## src/rtl/fdiv_arbiter_if.sv

```systemverilog
// fdiv_arbiter_if: requester-side and shared-unit signals of fdiv_arbiter.
// The arbiter takes the slave view; requesters and the unit together form the master.
interface fdiv_arbiter_if #(parameter int N_REQ = 4);
   logic [N_REQ-1:0]    req_order, req_accepted, req_done;
   logic [32*N_REQ-1:0] req_rs1, req_rs2;
   logic [31:0]         req_rd, u_rs1, u_rs2, u_rd;
   logic                u_order, u_accepted, u_done, proto_err;
   logic [15:0]         last_latency;
   modport slave (
      input  req_order, req_rs1, req_rs2, u_accepted, u_done, u_rd,
      output req_accepted, req_done, req_rd, u_order, u_rs1, u_rs2, last_latency, proto_err
   );
   modport master (
      output req_order, req_rs1, req_rs2, u_accepted, u_done, u_rd,
      input  req_accepted, req_done, req_rd, u_order, u_rs1, u_rs2, last_latency, proto_err
   );
endinterface

```

## src/rtl/fdiv_arbiter.sv

```systemverilog
// fdiv_arbiter: round-robin sharing of one multi-cycle FPU unit among N_REQ requesters,
// one operation outstanding, operands latched on grant and the result routed back.
module fdiv_arbiter #(parameter int N_REQ = 4) (
   input logic           clk,
   input logic           rstn,
   fdiv_arbiter_if.slave bus
);
   localparam int IW = $clog2(N_REQ);
   typedef enum logic [1:0] {IDLE, ISSUE, WAIT, RESP} state_t;
   state_t           state;
   logic [IW-1:0]    ptr, idx, g;
   logic [15:0]      cnt, lat_q;
   logic [31:0]      rs1_q, rs2_q, rd_q;
   logic [N_REQ-1:0] done_q;
   logic             order_q, err_q;
   // descending scan so the lowest offset from ptr wins
   always_comb begin
      g = '0;
      for (int k = N_REQ - 1; k >= 0; k--)
         if (bus.req_order[IW'((int'(ptr) + k) % N_REQ)]) g = IW'((int'(ptr) + k) % N_REQ);
   end
   assign bus.req_accepted = (state == IDLE && |bus.req_order) ? N_REQ'(1) << g : '0;
   assign bus.req_done     = done_q;
   assign bus.req_rd       = rd_q;
   assign bus.u_order      = order_q;
   assign bus.u_rs1        = rs1_q;
   assign bus.u_rs2        = rs2_q;
   assign bus.last_latency = lat_q;
   assign bus.proto_err    = err_q;
   always_ff @(posedge clk or negedge rstn)
      if (!rstn) begin
         state   <= IDLE;
         ptr     <= '0;
         idx     <= '0;
         cnt     <= '0;
         lat_q   <= '0;
         rs1_q   <= '0;
         rs2_q   <= '0;
         rd_q    <= '0;
         done_q  <= '0;
         order_q <= 1'b0;
         err_q   <= 1'b0;
      end else begin
         done_q <= '0;
         rd_q   <= '0;
         if (bus.u_done && state != WAIT) err_q <= 1'b1;
         case (state)
            IDLE: if (|bus.req_order) begin
               idx     <= g;
               ptr     <= g == IW'(N_REQ - 1) ? '0 : g + 1'b1;
               rs1_q   <= bus.req_rs1[{g, 5'd0} +: 32];
               rs2_q   <= bus.req_rs2[{g, 5'd0} +: 32];
               cnt     <= '0;
               order_q <= 1'b1;
               state   <= ISSUE;
            end
            ISSUE: begin
               cnt <= cnt + {15'd0, cnt != 16'hFFFF};
               if (bus.u_accepted) begin
                  order_q <= 1'b0;
                  state   <= WAIT;
               end
            end
            WAIT: begin
               cnt <= cnt + {15'd0, cnt != 16'hFFFF};
               if (bus.u_done) begin
                  rd_q   <= bus.u_rd;
                  done_q <= N_REQ'(1) << idx;
                  state  <= RESP;
               end
            end
            default: begin
               lat_q <= cnt;
               state <= IDLE;
            end
         endcase
      end
endmodule

```

## src/flat_wrapper.sv

```systemverilog
// flat-port wrapper written by rule: the top's interface ports become plain ports
module fdiv_arbiter_flat 
#(parameter int N_REQ = 4)
  (clk, rstn, bus_req_order, bus_req_rs1, bus_req_rs2, bus_u_accepted, bus_u_done, bus_u_rd, bus_req_accepted, bus_req_done, bus_req_rd, bus_u_order, bus_u_rs1, bus_u_rs2, bus_last_latency, bus_proto_err);
  fdiv_arbiter_if #(.N_REQ(N_REQ)) bus_i ();
  input logic clk;
  input logic rstn;
  input wire logic [$bits(bus_i.req_order)-1:0] bus_req_order;
  input wire logic [$bits(bus_i.req_rs1)-1:0] bus_req_rs1;
  input wire logic [$bits(bus_i.req_rs2)-1:0] bus_req_rs2;
  input wire logic [$bits(bus_i.u_accepted)-1:0] bus_u_accepted;
  input wire logic [$bits(bus_i.u_done)-1:0] bus_u_done;
  input wire logic [$bits(bus_i.u_rd)-1:0] bus_u_rd;
  output wire logic [$bits(bus_i.req_accepted)-1:0] bus_req_accepted;
  output wire logic [$bits(bus_i.req_done)-1:0] bus_req_done;
  output wire logic [$bits(bus_i.req_rd)-1:0] bus_req_rd;
  output wire logic [$bits(bus_i.u_order)-1:0] bus_u_order;
  output wire logic [$bits(bus_i.u_rs1)-1:0] bus_u_rs1;
  output wire logic [$bits(bus_i.u_rs2)-1:0] bus_u_rs2;
  output wire logic [$bits(bus_i.last_latency)-1:0] bus_last_latency;
  output wire logic [$bits(bus_i.proto_err)-1:0] bus_proto_err;
  assign bus_i.req_order = bus_req_order;
  assign bus_i.req_rs1 = bus_req_rs1;
  assign bus_i.req_rs2 = bus_req_rs2;
  assign bus_i.u_accepted = bus_u_accepted;
  assign bus_i.u_done = bus_u_done;
  assign bus_i.u_rd = bus_u_rd;
  assign bus_req_accepted = bus_i.req_accepted;
  assign bus_req_done = bus_i.req_done;
  assign bus_req_rd = bus_i.req_rd;
  assign bus_u_order = bus_i.u_order;
  assign bus_u_rs1 = bus_i.u_rs1;
  assign bus_u_rs2 = bus_i.u_rs2;
  assign bus_last_latency = bus_i.last_latency;
  assign bus_proto_err = bus_i.proto_err;
  fdiv_arbiter #(.N_REQ(N_REQ)) u_core (.clk(clk), .rstn(rstn), .bus(bus_i));
endmodule
```

## config.mk

```make
export PLATFORM = sky130hd
export DESIGN_NAME = fdiv_arbiter_flat
export DESIGN_NICKNAME = d
export VERILOG_FILES = /design/src/rtl/fdiv_arbiter_if.sv /design/src/rtl/fdiv_arbiter.sv /design/src/flat_wrapper.sv
export SDC_FILE = /design/constraint.sdc
export NUM_CORES = 1
export LEC_CHECK = 0
export BUFFER_PORTS_ARGS = -buffer_cell sky130_fd_sc_hd__buf_2
export CAP_MARGIN = 20
export CORE_AREA = 5 5 161 163
export DETAILED_ROUTE_END_ITERATION = 8
export DIE_AREA = 0 0 166 168
export PLACE_DENSITY = 0.66
export RECOVER_POWER = 25
export SYNTH_ARGS = -nofsm -noshare
export SYNTH_HDL_FRONTEND = slang
export SYNTH_SLANG_ARGS = --single-unit
```

## constraint.sdc

```tcl
create_clock -name clk -period 6.1 [get_ports clk]
set_clock_uncertainty 0.15 [all_clocks]
set_input_delay 1.22 -clock clk [delete_from_list [all_inputs] [get_ports clk]]
set_output_delay 1.22 -clock clk [all_outputs]
set_load 0.03 [all_outputs]
```

; ---- Yosys cells after proc, flatten, opt, wreduce, memory -nomap -nowiden
; Index checks and enable logic that the tools add are counted.
[classes]
addsub = 5
n_lt_le_gt_ge = 4
eq_ne = 8
shifts = 4
muxes = 31
reduce_logical = 12
[ops]
columns = op, n
row1 = variable part select 128 x 8 -> 32 bit, 2
row2 = two-way mux 32 bit, 2
row3 = one-hot mux 16 bit (2 select lines), 1
row4 = adder 16 x 1 -> 16 bit, 1
row5 = "less-than comparator 2 x 4 -> 1 bit, second input constant", 4
row6 = two-way mux 16 bit, 1
row7 = two-way mux 2 bit, 8
row8 = "inequality test 16 bit, second input constant", 1
row9 = two-way mux 4 bit, 3
row10 = two-way mux 1 bit, 10
row11 = binary-select mux 1 bit (select 2 bit), 4
row12 = "inequality test 2 bit, second input constant", 4
row13 = "<< shifter 1 x 2 -> 4 bit, first input constant", 2
row14 = one-hot mux 2 bit (3 select lines), 1
row15 = AND reduction 3 bit, 2
row16 = "adder 2 x 1 -> 2 bit, second input constant", 2
row17 = "adder 2 bit, second input constant", 2
row18 = "== test 2 bit, second input constant", 2
row19 = AND reduction 2 bit, 2
row20 = nonzero test 2 bit, 2
row21 = OR reduction 4 bit, 1
row22 = OR reduction 3 bit, 1
row23 = "== test 2 x 1 -> 1 bit, second input constant", 1
row24 = logical AND 1 bit, 2
row25 = 3 further kinds, 3
[word_totals]
reg_bits = 140
in_bits = 296
out_inout_bits = 122
wordCells = 75

; ---- Longest topological paths before layout
[depth]
depth_word = 10
mapped_depth = 11
mapped_depth_nobuf = 9

; ---- Worst setup path after synthesis
; OpenSTA, ideal clock, no wires.
[synth_path]
path_type = input-to-output
start = input port bus_req_order[2]
end = output port bus_req_accepted[2]
arrival_time_ns = 2.484
t_required_ns = 4.730
path_slack_ns = 2.246
path_stages = 8
path_cell_list = nor2b_2 -> nor3b_2 -> o22a_4 -> inv_2 -> buf_6 -> buf_6 -> ha_1 -> and2_1
[synth_via]
elab_chain_cells = 9
word_cells_on_any_way = 20
[synth_rtl]
columns = item, line
row1 = start: declaration, flat_wrapper.sv:8  ; input wire logic [$bits(bus_i.req_order)-1:0] bus_req_order;
row2 = binary-select mux 1 bit (select 2 bit), fdiv_arbiter.sv:20  ; if (bus.req_order[IW'((int'(ptr) + k) % N_REQ)]) g = IW'((int'(ptr) + k) % N_REQ);
row3 = two-way mux 1 bit (implied by the code) (2 in a row), fdiv_arbiter.sv:20
row4 = two-way mux 2 bit (3 in a row), fdiv_arbiter.sv:20
row5 = two-way mux 2 bit (*), fdiv_arbiter.sv:20
row6 = named net u_core.g[0], fdiv_arbiter.sv:11  ; logic [IW-1:0] ptr, idx, g;
row7 = << shifter 1 x 2 -> 4 bit (*), fdiv_arbiter.sv:22  ; assign bus.req_accepted = (state == IDLE && |bus.req_order) ? N_REQ'(1) << g : '0;
row8 = two-way mux 4 bit (*), fdiv_arbiter.sv:22
row9 = end: declaration, flat_wrapper.sv:14  ; output wire logic [$bits(bus_i.req_accepted)-1:0] bus_req_accepted;
; The timed path passes the listed nets; every way through them passes the cells marked *. The select of a mux whose other input is x is not followed.

; ---- Worst setup path in the final report
[layout_path]
start = input port bus_req_order[3]
end = output port bus_req_accepted[0]
[layout_via]
elab_chain_cells = 9
word_cells_on_any_way = 20
[layout_rtl]
columns = item, line
row1 = binary-select mux 1 bit (select 2 bit), fdiv_arbiter.sv:20
row2 = two-way mux 1 bit (implied by the code) (2 in a row), fdiv_arbiter.sv:20
row3 = two-way mux 2 bit (4 in a row), fdiv_arbiter.sv:20
row4 = << shifter 1 x 2 -> 4 bit, fdiv_arbiter.sv:22
row5 = two-way mux 4 bit (*), fdiv_arbiter.sv:22
; Mark *: on every way between the ends. The rest lies on a longest branch, timed or not. The select of a mux whose other input is x is not followed.

==> impl_results.md <==
- DIE AREA: 27890 sq um
- Die Span Y: 168 um
- Worst reg2reg path endpoint: u_core.bus.u_rs1[30]
- CP max FO: 10
- Initial DRC Count: 360
- All-Layer GR Usage: 16.59%
- Worst R2R Path Depth: 6
- Ys Warns: 0
- Ant diodes: 0
- Syn avg cell area: 11.37 sq um
- Initial core utilization: 29.67%
- Worst slew margin: -58.18%
- Hold worst-path end: u_core.bus.u_rs2[25]
- Largest net degree at the start of global routing: 96
- Antenna violations before repair: 1
- Drt pass-1 iters: 4
- Pins Over Slew Limit: 96
- CP Data Required Time: 4.73 ns
- Final-stage net count: 1330
- Die W: 166 um
- HPWL after DPL: 18.76 mm
- Hold Crit Class: reg2reg
- Tightest Pin Transition: 2.373 ns
- Gr ovfl total: 0
- Most frequent cell on the critical path: buf_2
- Tmin final: 4.110 ns
- FF/Latch Area: 3503 sq um
- Critical path's largest stage delay: 0.57 ns
- Post-CTS Hold Buffers: 0
- Hold wc startpoint: u_core.bus.u_rs2[25]
- Netlist cell types: 42
- Status: finished with violations
- Crit path DAT: 2.74 ns
- # Max-Cap Violations: 1
- R2r startpoint: u_core.state[0]
- Cell Count, Final, Fillers Out: 1361
- Worst setup SP type: primary input
- Share of layout cells above drive strength 1: 46.77%
- WL/cell: 17.85 um
- Number of fill cells: 2364
- Area leader, netlist: dfrtp_1
- Ports: 418
- CP max stage cell: nor4_2
- Failing checks: capacitance limit, slew limit
- WHS Path Cells: 2
- Post-Route WL: 24.29 mm
- FMAX: 243.3 MHz
- Area of the multi-input gates: 3337 sq um
- Clk buf depth: 2
- Vias in the first global route: 6727
- Final setup TNS: 0 ns
- Post-CTS Setup Repair Bufs: 0
- Clock transition at the registers of the reported paths: 0.06 ns
- Post-synth EDFFs: 0
- # clock sinks: 140
- Placed Instances: 1329
- Tot Pwr: 4.732 mW
- Critical Path Sink Type: primary output
- RSZ-0062 raised after global routing: no
- Row count: 57
- Crit Path Category: in2out
- # setup viols final: 0
- Yosys top cell area share: 48.83%
- Reg-to-reg slack, setup: 3.13 ns
- DR vias: 6442
- Synth Cell Area: 7174 sq um
- Area delta synth->final: 39.08%
- # resized after CTS: 0
- TritonCTS clock tree: built
- Gpl congestion: 0.8681
- CTS root buf: clkbuf_16
- Most common cell in the netlist: dfrtp_1
- Static leakage: 5.677 nW
- Syn Inst Count: 631
- Period utilization: 67.38%
- CORE AREA: 24180 sq um
- DRC violations left: 0
- Clk Latency, worst-skew pair: 0.41 ns
- Post-synth top cells: 140 x dfrtp_1, 128 x mux2i_1, 88 x nand2_1, 63 x o221ai_1, 36 x and3_1
- VDD IR max: 362.6 uV
- Pwr dens: 474.2 nW/um^2
- Hold Fails Final Rpt: 0
- H-tree Lvls: 4
- Main synth FF type: dfrtp_1
- I/O Buffers: 417
- Synth area leaders: dfrtp_1 49%, mux2i_1 18%, o221ai_1 7.7%
- First-pass GRT wire length: 37.38 mm
- Critical-path cell list: buf_2 > nor4_2 > nor2b_1 > and2_1 > buf_2
- Async S/R FF share, synth: 100.0%
- Total CTS buffers: 17
- Syn nets: 937
- Seq/Total Area, Yosys: 48.83%
- Routed Antenna Nets: 0
- Synth Register Bits: 140
- Via/cell ratio: 4.733
- Final core utilization: 41.27%
==> sequential cells by signal, summed over array words and instances (netlist names) <==
register,flops
u_core.state,2
u_core.bus.req_rd,32
u_core.bus.proto_err,1
u_core.idx,2
u_core.bus.u_order,1
u_core.bus.last_latency,16
u_core.bus.req_done,4
u_core.cnt,16
u_core.bus.u_rs1,32
u_core.ptr,2
u_core.bus.u_rs2,32
==> kinds of logic after synthesis <==
kind of cell | Yosys count | synth area share, %
AO/OA/AOI/OAI | 89 | 10.34
AND/OR/NAND/NOR | 184 | 12.92
multiplexers | 144 | 20.37
flip-flops | 140 | 48.83
adder cells (fa/ha/maj) | 10 | 1.744
buffers and inverters | 55 | 4.691
XOR/XNOR | 9 | 1.099
==> power by group <==
part	total [mW]	internal [mW]	switching, mW
sequential	1.38	1.21	0.167
clock	1.01	0.543	0.465
combinational	2.34	0.806	1.54
==> per-layer routing <==
metal	vias up	part of all wire, %	GRT usage (%)
met5	-	0.054	0
met4	2	1.1	4.232
met3	15	6.8	4.385
met2	263	52	29.23
met1	3052	40	20.27
li1	3110	-	-
==> worst max-delay path by stage <==
stage | start | end | slack, ns
global route | bus_req_order[3] | bus_req_accepted[1] | 1.85
CTS | bus_req_order[3] | bus_req_accepted[1] | 1.96
floorplan | bus_req_order[2] | bus_req_accepted[2] | 2.25
global placement | bus_req_order[3] | bus_req_accepted[0] | 2.05
finish | bus_req_order[3] | bus_req_accepted[0] | 1.99
detailed placement | bus_req_order[3] | bus_req_accepted[1] | 1.96
==> layout by cell type, fill, tap and decap left out, types with 5 or more instances in the layout <==
master	Yosys	layout
o31ai_1	5	5
clkbuf_16	0	17
inv_6	0	7
and2_1	10	10
ha_1	10	10
mux2_2	16	16
mux2i_1	128	128
nand3_1	7	7
nor2_1	12	12
buf_2	17	416
o21ai_0	7	7
and3_1	36	36
xor2_1	9	9
o221ai_1	63	63
buf_4	2	6
dfrtp_1	140	140
nand2_1	88	88
nand4_1	10	10
==> final cells by class <==
type,instances,share of cell area [%]
inverter,6,0.2759
sequential,140,35.11
clock buffer,17,4.263
timing repair buffer,423,21.37
clock inverter,15,1.480
multi-input combinational,436,33.44
tap,324,4.063
==> worst max-delay path: cells and delay by family <==
family,cells,cell delay (ns)
simple gates,3,1.19
buf+inv,2,0.33
==> stage by stage <==
step | hold WS [ns] | setup WS (ns) | area (sq um)
after floorplan | 0.3042 | 2.246 | 7174
after global placement | 0.3110 | 2.049 | 9412
after detailed placement | 0.3121 | 1.964 | 9412
after CTS | 0.3294 | 1.955 | 9985
after global routing | 0.3493 | 1.852 | 9978
final | 0.3290 | 1.990 | 9978
No activity file was read; power rests on OpenSTA's default activity.
